$ cat src/rtl/frame_energy_acc.sv
// frame_energy_acc
// Accumulates the energy (sum of squared signed samples) of consecutive
// frames of FRAME_LEN samples and writes one energy word per frame into an
// external buffer at address = frame index. After NUM_FRAMES frames a
// one-cycle copy_energy_en pulse hands the buffer to the downstream copy
// controller.
//
// State | meaning
// IDLE  | waiting for start
// ACCUM | accepting samples, accumulating squared samples
// WRITE | one-cycle write of the finished frame energy
// NEXT  | advance to next frame, or finish the run
// DONE  | one-cycle copy_energy_en pulse
//
// Ports
//   clk, rst_n        clock, asynchronous active-low reset
//   start             run request (honoured in IDLE only)
//   sample_valid/data signed sample stream, taken when sample_ready is high
//   sample_ready      high while accumulating
//   energy_wr_*       energy buffer write port (addr/data zero when idle)
//   busy              high outside IDLE
//   copy_energy_en    end-of-run pulse
module frame_energy_acc #(
    parameter int DATA_WIDTH = 16,
    parameter int ACC_WIDTH  = 40,
    parameter int ADDR_WIDTH = 12,
    parameter int FRAME_LEN  = 256,
    parameter int NUM_FRAMES = 49
) (
    input  logic                         clk,
    input  logic                         rst_n,
    input  logic                         start,
    input  logic                         sample_valid,
    input  logic signed [DATA_WIDTH-1:0] sample_data,
    output logic                         sample_ready,
    output logic                         energy_wr_en,
    output logic [ADDR_WIDTH-1:0]        energy_wr_addr,
    output logic [ACC_WIDTH-1:0]         energy_wr_data,
    output logic                         busy,
    output logic                         copy_energy_en
);

    localparam int SQ_W  = 2 * DATA_WIDTH;
    // One extra bit so the carry out of the add is visible for saturation.
    localparam int SUM_W = ((ACC_WIDTH > SQ_W) ? ACC_WIDTH : SQ_W) + 1;
    localparam int CNT_W = 12;
    localparam logic [CNT_W-1:0]      LAST_SAMPLE = CNT_W'(FRAME_LEN - 1);
    localparam logic [ADDR_WIDTH-1:0] LAST_FRAME  = ADDR_WIDTH'(NUM_FRAMES - 1);
    localparam logic [ACC_WIDTH-1:0]  ACC_MAX     = {ACC_WIDTH{1'b1}};

    typedef enum logic [2:0] {
        IDLE  = 3'd0,
        ACCUM = 3'd1,
        WRITE = 3'd2,
        NEXT  = 3'd3,
        DONE  = 3'd4
    } state_t;

    state_t                  state_q, state_d;
    logic [CNT_W-1:0]        cnt_q, cnt_d;
    logic [ADDR_WIDTH-1:0]   frame_q, frame_d;
    logic [ACC_WIDTH-1:0]    acc_q, acc_d;
    logic                    sample_ready_q, sample_ready_d;
    logic                    wr_en_q, wr_en_d;
    logic [ADDR_WIDTH-1:0]   wr_addr_q, wr_addr_d;
    logic [ACC_WIDTH-1:0]    wr_data_q, wr_data_d;
    logic                    busy_q, busy_d;
    logic                    copy_q, copy_d;

    logic signed [SQ_W-1:0]  sample_ext;
    logic signed [SQ_W-1:0]  sq_s;
    logic [SQ_W-1:0]         sq;
    logic [SUM_W-1:0]        sum;
    logic [ACC_WIDTH-1:0]    acc_sat;

    // Saturating square-accumulate. The square of a signed value is never
    // negative and always fits in 2*DATA_WIDTH bits as an unsigned number.
    always_comb begin
        sample_ext = SQ_W'(sample_data);
        sq_s       = sample_ext * sample_ext;
        sq         = $unsigned(sq_s);
        sum        = SUM_W'(acc_q) + SUM_W'(sq);
        acc_sat    = (sum > SUM_W'(ACC_MAX)) ? ACC_MAX : sum[ACC_WIDTH-1:0];
    end

    always_comb begin
        state_d = state_q;
        cnt_d   = cnt_q;
        frame_d = frame_q;
        acc_d   = acc_q;

        case (state_q)
            IDLE: begin
                if (start) begin
                    state_d = ACCUM;
                    cnt_d   = '0;
                    frame_d = '0;
                    acc_d   = '0;
                end
            end
            ACCUM: begin
                if (sample_valid) begin
                    acc_d = acc_sat;
                    cnt_d = cnt_q + 1'b1;
                    if (cnt_q == LAST_SAMPLE) begin
                        state_d = WRITE;
                    end
                end
            end
            WRITE: state_d = NEXT;
            NEXT: begin
                if (frame_q == LAST_FRAME) begin
                    state_d = DONE;
                end else begin
                    state_d = ACCUM;
                    frame_d = frame_q + 1'b1;
                    cnt_d   = '0;
                    acc_d   = '0;
                end
            end
            DONE:    state_d = IDLE;
            default: state_d = IDLE;
        endcase

        // Outputs are decoded from the next state so they are registered yet
        // line up with the state they describe.
        sample_ready_d = (state_d == ACCUM);
        wr_en_d        = (state_d == WRITE);
        wr_addr_d      = wr_en_d ? frame_d : '0;
        wr_data_d      = wr_en_d ? acc_d : '0;
        busy_d         = (state_d != IDLE);
        copy_d         = (state_d == DONE);
    end

    always_ff @(posedge clk or negedge rst_n) begin
        if (!rst_n) begin
            state_q        <= IDLE;
            cnt_q          <= '0;
            frame_q        <= '0;
            acc_q          <= '0;
            sample_ready_q <= 1'b0;
            wr_en_q        <= 1'b0;
            wr_addr_q      <= '0;
            wr_data_q      <= '0;
            busy_q         <= 1'b0;
            copy_q         <= 1'b0;
        end else begin
            state_q        <= state_d;
            cnt_q          <= cnt_d;
            frame_q        <= frame_d;
            acc_q          <= acc_d;
            sample_ready_q <= sample_ready_d;
            wr_en_q        <= wr_en_d;
            wr_addr_q      <= wr_addr_d;
            wr_data_q      <= wr_data_d;
            busy_q         <= busy_d;
            copy_q         <= copy_d;
        end
    end

    assign sample_ready   = sample_ready_q;
    assign energy_wr_en   = wr_en_q;
    assign energy_wr_addr = wr_addr_q;
    assign energy_wr_data = wr_data_q;
    assign busy           = busy_q;
    assign copy_energy_en = copy_q;

endmodule

$ cat config.mk
export PLATFORM = sky130hd
export DESIGN_NAME = frame_energy_acc
export DESIGN_NICKNAME = d
export VERILOG_FILES = /design/src/rtl/frame_energy_acc.sv
export SDC_FILE = /design/constraint.sdc
export NUM_CORES = 1
export LEC_CHECK = 0
export CORE_ASPECT_RATIO = 1.1
export CORE_MARGIN = 3
export CORE_UTILIZATION = 40
export CTS_BUF_LIST = sky130_fd_sc_hd__clkbuf_4 sky130_fd_sc_hd__clkbuf_8
export CTS_CLUSTER_DIAMETER = 50
export DETAILED_ROUTE_END_ITERATION = 10
export HOLD_SLACK_MARGIN = 0.03
export SKIP_CTS_REPAIR_TIMING = 1
export SLEW_MARGIN = 15
export SYNTH_ARGS = -nofsm -noshare
export SYNTH_HDL_FRONTEND = slang
export SYNTH_SLANG_ARGS = --single-unit
$ cat constraint.sdc
create_clock -name clk -period 4.7 [get_ports clk]
set_input_delay 0.705 -clock clk [delete_from_list [all_inputs] [get_ports clk]]
set_output_delay 0.705 -clock clk [all_outputs]
set_load 0.03 [all_outputs]
==> results of run 1 <==
[sequential cells by signal (all words and copies together) (netlist names)]
register,flops
energy_wr_en,1
acc_q,40
energy_wr_addr,12
cnt_q,12
copy_energy_en,1
state_q,3
sample_ready,1
frame_q,12
energy_wr_data,40
busy,1
[routing by layer]
layer | up-vias | part of all wire
li1 | 6299 | -
met3 | 43 | 0.034
met5 | - | 0
met4 | 0 | 0.018
met1 | 6430 | 0.44
met2 | 258 | 0.51
[logic make-up after synthesis]
family	synth area share
fa+ha+maj	0.399
buf+inv	0.0995
compound gates	0.119
xor+xnor	0.0432
flops	0.195
mux	0.00325
simple gates	0.141
[cells in the final DEF, fill, tap and decap left out, types with 18 or more instances in the layout]
cell             netlist  final
buf_4                  0    310
fa_1                 239    229
xor2_1                25     24
nor2_1               123    103
clkdlybuf4s50_1        0     58
o21ai_1                4     24
nand3_1               25     23
and2_1                53     42
buf_6                  2     23
a21o_1                21     21
inv_2                  0     18
xnor2_1               53     53
o21ai_0               85     42
a21oi_1               80     62
inv_1                356    337
nand2_1              188    175
dfrtp_1              123    123
ha_1                 122    109
[worst paths after layout]
path / end / start / slack, ns / cells after the start
max: energy_wr_data[38]$_DFF_PN0_ / sample_data[2] / -3.24 / 35
min: energy_wr_en$_DFF_PN0_ / rst_n / 0.33 / 1
max reg2reg: energy_wr_data[33]$_DFF_PN0_ / state_q[2]$_DFF_PN0_ / 1.13 / 6
min reg2reg: acc_q[5]$_DFF_PN0_ / acc_q[5]$_DFF_PN0_ / 0.49 / 2
max in group asynchronous: energy_wr_data[4]$_DFF_PN0_ / rst_n / 3.40 / 2
min in group clk: acc_q[5]$_DFF_PN0_ / acc_q[5]$_DFF_PN0_ / 0.49 / 2
[worst max-delay path: cells and delay by family]
family	cells	cell delay, ns
simple gates	7	1.04
buf+inv	11	1.25
xor+xnor	2	0.29
fa+ha+maj	8	3.48
compound gates	6	1.25
mux	1	0.18
[layout make-up]
cell class | count | area, um2
Timing Repair Buffer | 418 | 3540
Tap cell | 500 | 626
Clock buffer | 17 | 234
Multi-Input combinational cell | 1219 | 12000
Clock inverter | 15 | 189
Sequential cell | 123 | 3080
Fill cell | 3393 | 17600
Inverter | 356 | 1340
[through the flow]
step / TNS, ns / utilization / worst slack (ns) / instance area [um2]
floorplan: -235.41 / - / -3.01 / 16200
global placement: -316.53 / 0.507 / -4.10 / 19600
detailed placement: -328.12 / 0.507 / -4.23 / 19600
CTS: -291.97 / 0.518 / -3.77 / 20000
global route: -270.54 / 0.545 / -3.51 / 21000
finish: -250.12 / 0.545 / -3.24 / 21000
==> flow_metrics.py, run 1 <==
metrics = {
    "timing": {
        "relSlewSlack": -0.0251,
        "min_period_ns": 7.94,
        "max_freq_ghz": 0.126,
        "drv_slew": 19,
        "skew_ns": 0.0122,
        "setup_ws_ns": -3.24,
        "timing.final.crit_share": 1.69,
        "finalSetupViolations": 80,
        "final_hold_viol_count": 0,
        "rsz0062_at_grt": "yes",
        "worst_slew_pin_slew_ns": 1.54,
        "whs_ns": 0.333,
    },
    "logic_synthesis": {
        "syn_area_per_cell_um2": 9.04,
        "syn_area_mm2": 0.0158,
        "synth_area_leaders": "fa_1 (30%), dfrtp_1 (19%), ha_1 (9.7%)",
        "yosys-top-cells-count": "inv_1 (356), fa_1 (239), nand2_1 (188)",
        "ys_warn_count": 0,
        "synth_top_area_frac": 0.303,
        "synth.most_common_cell": "inv_1",
        "synth-main-ff-cell": "dfrtp_1",
        "synth-edff-count": 0,
        "postSynthCellCount": 1749,
        "ys_async_sr_fraction": 1.00,
        "yosysUniqueCellTypes": 70,
        "synth_seq_cells": 123,
        "yosysTopAreaCell": "fa_1",
        "ys_seq_area_frac": 0.195,
        "synth_nets": 2130,
    },
    "place": {
        "post-dp-hpwl_um": 32900,
        "place_inst": 2584,
        "routabilityCongestion": 0.857,
        "portBuffers": 75,
    },
    "layout": {
        "nNetsFinal": 2516,
        "antenna_cells": 0,
        "stdcell_count": 2648,
        "syn_to_final_growth_pct": 32.9,
        "drive_gt1_frac": 0.267,
    },
    "detailed_routing": {
        "drt_wl_total_um": 41000,
        "drt_iter0_drc": 544,
        "antenna_left": 0,
        "via_per_inst": 4.92,
        "drc": 0,
        "wl_per_cell_um": 15.5,
        "num_vias": 13000,
        "drt_first_pass_iters": 5,
    },
    "global_route": {
        "grt_usage": 0.196,
        "met2_usage": 0.339,
        "grt_pass1_vias": 13800,
        "grt_first_pass_wirelength_um": 67900,
        "gr-total-overflow": 0,
        "met1_usage": 0.265,
        "antenna_found_initial": 0,
        "busiest_layer": "met2",
        "grt_start_max_net_pins": 59,
        "use_met3": 0.0234,
    },
    "cts": {
        "numCtsBuffers": 17,
        "clk_pin_slew_ns": 0.08,
        "cts_tree": "yes",
        "h-tree-depth": 4,
        "cts_sinks": 123,
        "cts_root_buf": "clkbuf_8",
        "clk_latency_ns": 0.45,
        "clock_path_buffers": 2,
    },
    "critical_path": {
        "critPathSlowestCell": "fa_1",
        "worstPathMaxFanout": 5,
        "crit_arrival_ns": 8.24,
        "setup.worst_path.class": "in -> reg",
        "cp.required_ns": 5.00,
        "cpMostUsedCell": "fa_1",
        "setup.worst_path.start_class": "input port",
        "critPathCaptureType": "flop",
        "max_stage_delay_ns": 0.54,
    },
    "floorplan": {
        "start_util": 0.410,
        "num_rows": 75,
        "die_x_um": 196,
        "ios": 76,
        "fp.dieH_um": 214,
        "core_area_mm2": 0.0386,
        "design.die.area_mm2": 0.0419,
    },
    "hold_path": {
        "hold_class": "in -> async",
    },
    "flow_run": {
        "cap_violations": 1,
    },
    "status": {
        "violations": "max-capacitance violations, max-slew violations, negative setup slack",
        "status": "finished, violations left",
    },
}
Power of run 1 is left out: the tool's default activity adds up to more than one toggle a clock period on the data nets, which glitch-free logic cannot reach.
==> run 2, diff against run 1 <==
--- a/config.mk
+++ b/config.mk
@@ -6,11 +6,11 @@
 export NUM_CORES = 1
 export LEC_CHECK = 0
 export CORE_ASPECT_RATIO = 1.1
-export CORE_MARGIN = 3
-export CORE_UTILIZATION = 40
+export CORE_UTILIZATION = 45
 export CTS_BUF_LIST = sky130_fd_sc_hd__clkbuf_4 sky130_fd_sc_hd__clkbuf_8
 export CTS_CLUSTER_DIAMETER = 50
 export DETAILED_ROUTE_END_ITERATION = 10
+export GPL_ROUTABILITY_DRIVEN = 1
 export HOLD_SLACK_MARGIN = 0.03
 export SKIP_CTS_REPAIR_TIMING = 1
 export SLEW_MARGIN = 15
==> run 2 against run 1 <==
Net effect: the flow finishes with violations (negative setup slack); core utilization grew 7.4 points; setup slack better by 0.029 ns; critical path depth rose by 2; wire length fell by 0.63%; sequential share of layout area down 0.17 points; die area shrank 14%; register-to-register slack better by 0.08 ns; hold slack better by 0.020 ns; clock skew grew 0.0040 ns; non-clock buffer count decreased by 5; fmax is 0.36% higher.
==> flow_metrics.py, run 2 (synthesized netlist as in run 1, its figures left out) <==
metrics = {
    "critical_path": {
        "worstPathMaxFanout": 6,
        "max_stage_delay_ns": 0.52,
        "cpMostUsedCell": "fa_1",
        "critPathSlowestCell": "fa_1",
        "critPathCaptureType": "flop",
        "setup.worst_path.class": "in -> reg",
        "cp.required_ns": 5.04,
        "crit_arrival_ns": 8.25,
        "setup.worst_path.start_class": "input port",
    },
    "timing": {
        "tns_ns": -245.09,
        "rsz0062_at_grt": "yes",
        "max_freq_ghz": 0.126,
        "drv_slew": 0,
        "relSlewSlack": 0.0224,
        "skew_ns": 0.0162,
        "worst_slew_pin_slew_ns": 1.47,
        "min_period_ns": 7.91,
        "setup_ws_ns": -3.21,
        "timing.final.crit_share": 1.68,
        "final_hold_viol_count": 0,
        "finalSetupViolations": 80,
    },
    "detailed_routing": {
        "wl_per_cell_um": 15.8,
        "drt_first_pass_iters": 5,
        "drc": 0,
        "drt_iter0_drc": 512,
        "antenna_left": 0,
        "via_per_inst": 5.04,
        "num_vias": 13000,
        "drt_wl_total_um": 40800,
    },
    "floorplan": {
        "ios": 76,
        "num_rows": 71,
        "fp.dieH_um": 199,
        "core_area_mm2": 0.0344,
        "design.die.area_mm2": 0.0359,
        "start_util": 0.460,
        "die_x_um": 181,
    },
    "global_route": {
        "grt_pass1_vias": 13900,
        "gr-total-overflow": 0,
        "antenna_found_initial": 0,
        "grt_first_pass_wirelength_um": 67600,
        "grt_usage": 0.235,
        "grt_start_max_net_pins": 66,
    },
    "layout": {
        "nNetsFinal": 2511,
        "seqCellArea_mm2": 0.00308,
        "final_common_cell": "inv_1",
        "final_cell_mix": "inv_1 (329), buf_4 (304), fa_1 (224)",
        "multiInputGateArea_mm2": 0.0124,
        "postLayoutCellArea_mm2": 0.0213,
        "antenna_cells": 0,
        "nFillCells": 2836,
        "syn_to_final_growth_pct": 34.5,
        "drive_gt1_frac": 0.298,
        "stdcell_count": 2581,
    },
    "place": {
        "routabilityCongestion": 0.862,
        "place_ws_ns": -4.16,
        "post-dp-hpwl_um": 32500,
        "portBuffers": 75,
        "placed_area_mm2": 0.0194,
        "place_inst": 2514,
    },
    "hold_path": {
        "hold_class": "in -> async",
    },
    "cts": {
        "clk_pin_slew_ns": 0.09,
        "cts_sinks": 123,
        "numCtsBuffers": 17,
        "h-tree-depth": 4,
        "clk_latency_ns": 0.47,
        "clock_path_buffers": 2,
        "cts_root_buf": "clkbuf_8",
        "cts_tree": "yes",
    },
    "status": {
        "violations": "negative setup slack",
        "status": "finished, violations left",
    },
    "flow_run": {
        "cap_violations": 0,
    },
}
==> run 2: cell count changes in the layout (fill, tap and decap cells not counted), sizes merged <==
cell / before / now
buf: 349 / 343
inv: 361 / 366
clkinv: 3 / 0
bufinv: 3 / 1
clkbuf: 23 / 24
==> run 2: layout make-up <==
class                   count  area share
well taps                 438      0.0258
repair buffers            413       0.166
clock buffers              17      0.0110
clock inverters            15     0.00706
flip-flops and latches    123       0.145
multi-input cells        1219       0.582
inverters                 356      0.0631
==> run 2: metal layers <==
| layer | GRT usage | part of all wire | vias up |
|---|---|---|---|
| met5 | 0 | 0 | - |
| met4 | 0.0643 | 0.020 | 0 |
| met3 | 0.0267 | 0.031 | 52 |
| met2 | 0.408 | 0.51 | 234 |
| met1 | 0.312 | 0.44 | 6422 |
| li1 | - | - | 6301 |
==> run 2: path summary, 6_finish.rpt <==
path,start,to,slack [ns],cells past startpoint
min in group clk,acc_q[4]$_DFF_PN0_,acc_q[4]$_DFF_PN0_,0.50,2
max in group asynchronous,rst_n,acc_q[6]$_DFF_PN0_,3.41,2
hold / removal,rst_n,energy_wr_data[21]$_DFF_PN0_,0.35,1
setup reg to reg,state_q[2]$_DFF_PN0_,energy_wr_data[33]$_DFF_PN0_,1.21,6
setup / recovery,sample_data[2],energy_wr_data[38]$_DFF_PN0_,-3.21,37
hold reg to reg,acc_q[4]$_DFF_PN0_,acc_q[4]$_DFF_PN0_,0.50,2
==> run 2: per-stage QoR <==
step | utilization | hold slack, ns
2_1_floorplan | - | 0.409
3_3_place_gp | 0.565 | 0.468
3_5_place_dp | 0.565 | 0.482
4_1_cts | 0.576 | 0.357
5_1_grt | 0.618 | 0.408
6_report | 0.618 | 0.352
==> run 2: critical path: cells and delay by family <==
family / cells / cell delay, ns
adders and majority gates: 8 / 3.37
AOI/OAI and AO/OA: 9 / 1.63
and+or+nand+nor: 8 / 0.97
buffers and inverters: 9 / 0.95
muxes: 2 / 0.39
xor gates and xnor gates: 1 / 0.20
Power of run 2 is left out for the same reason.
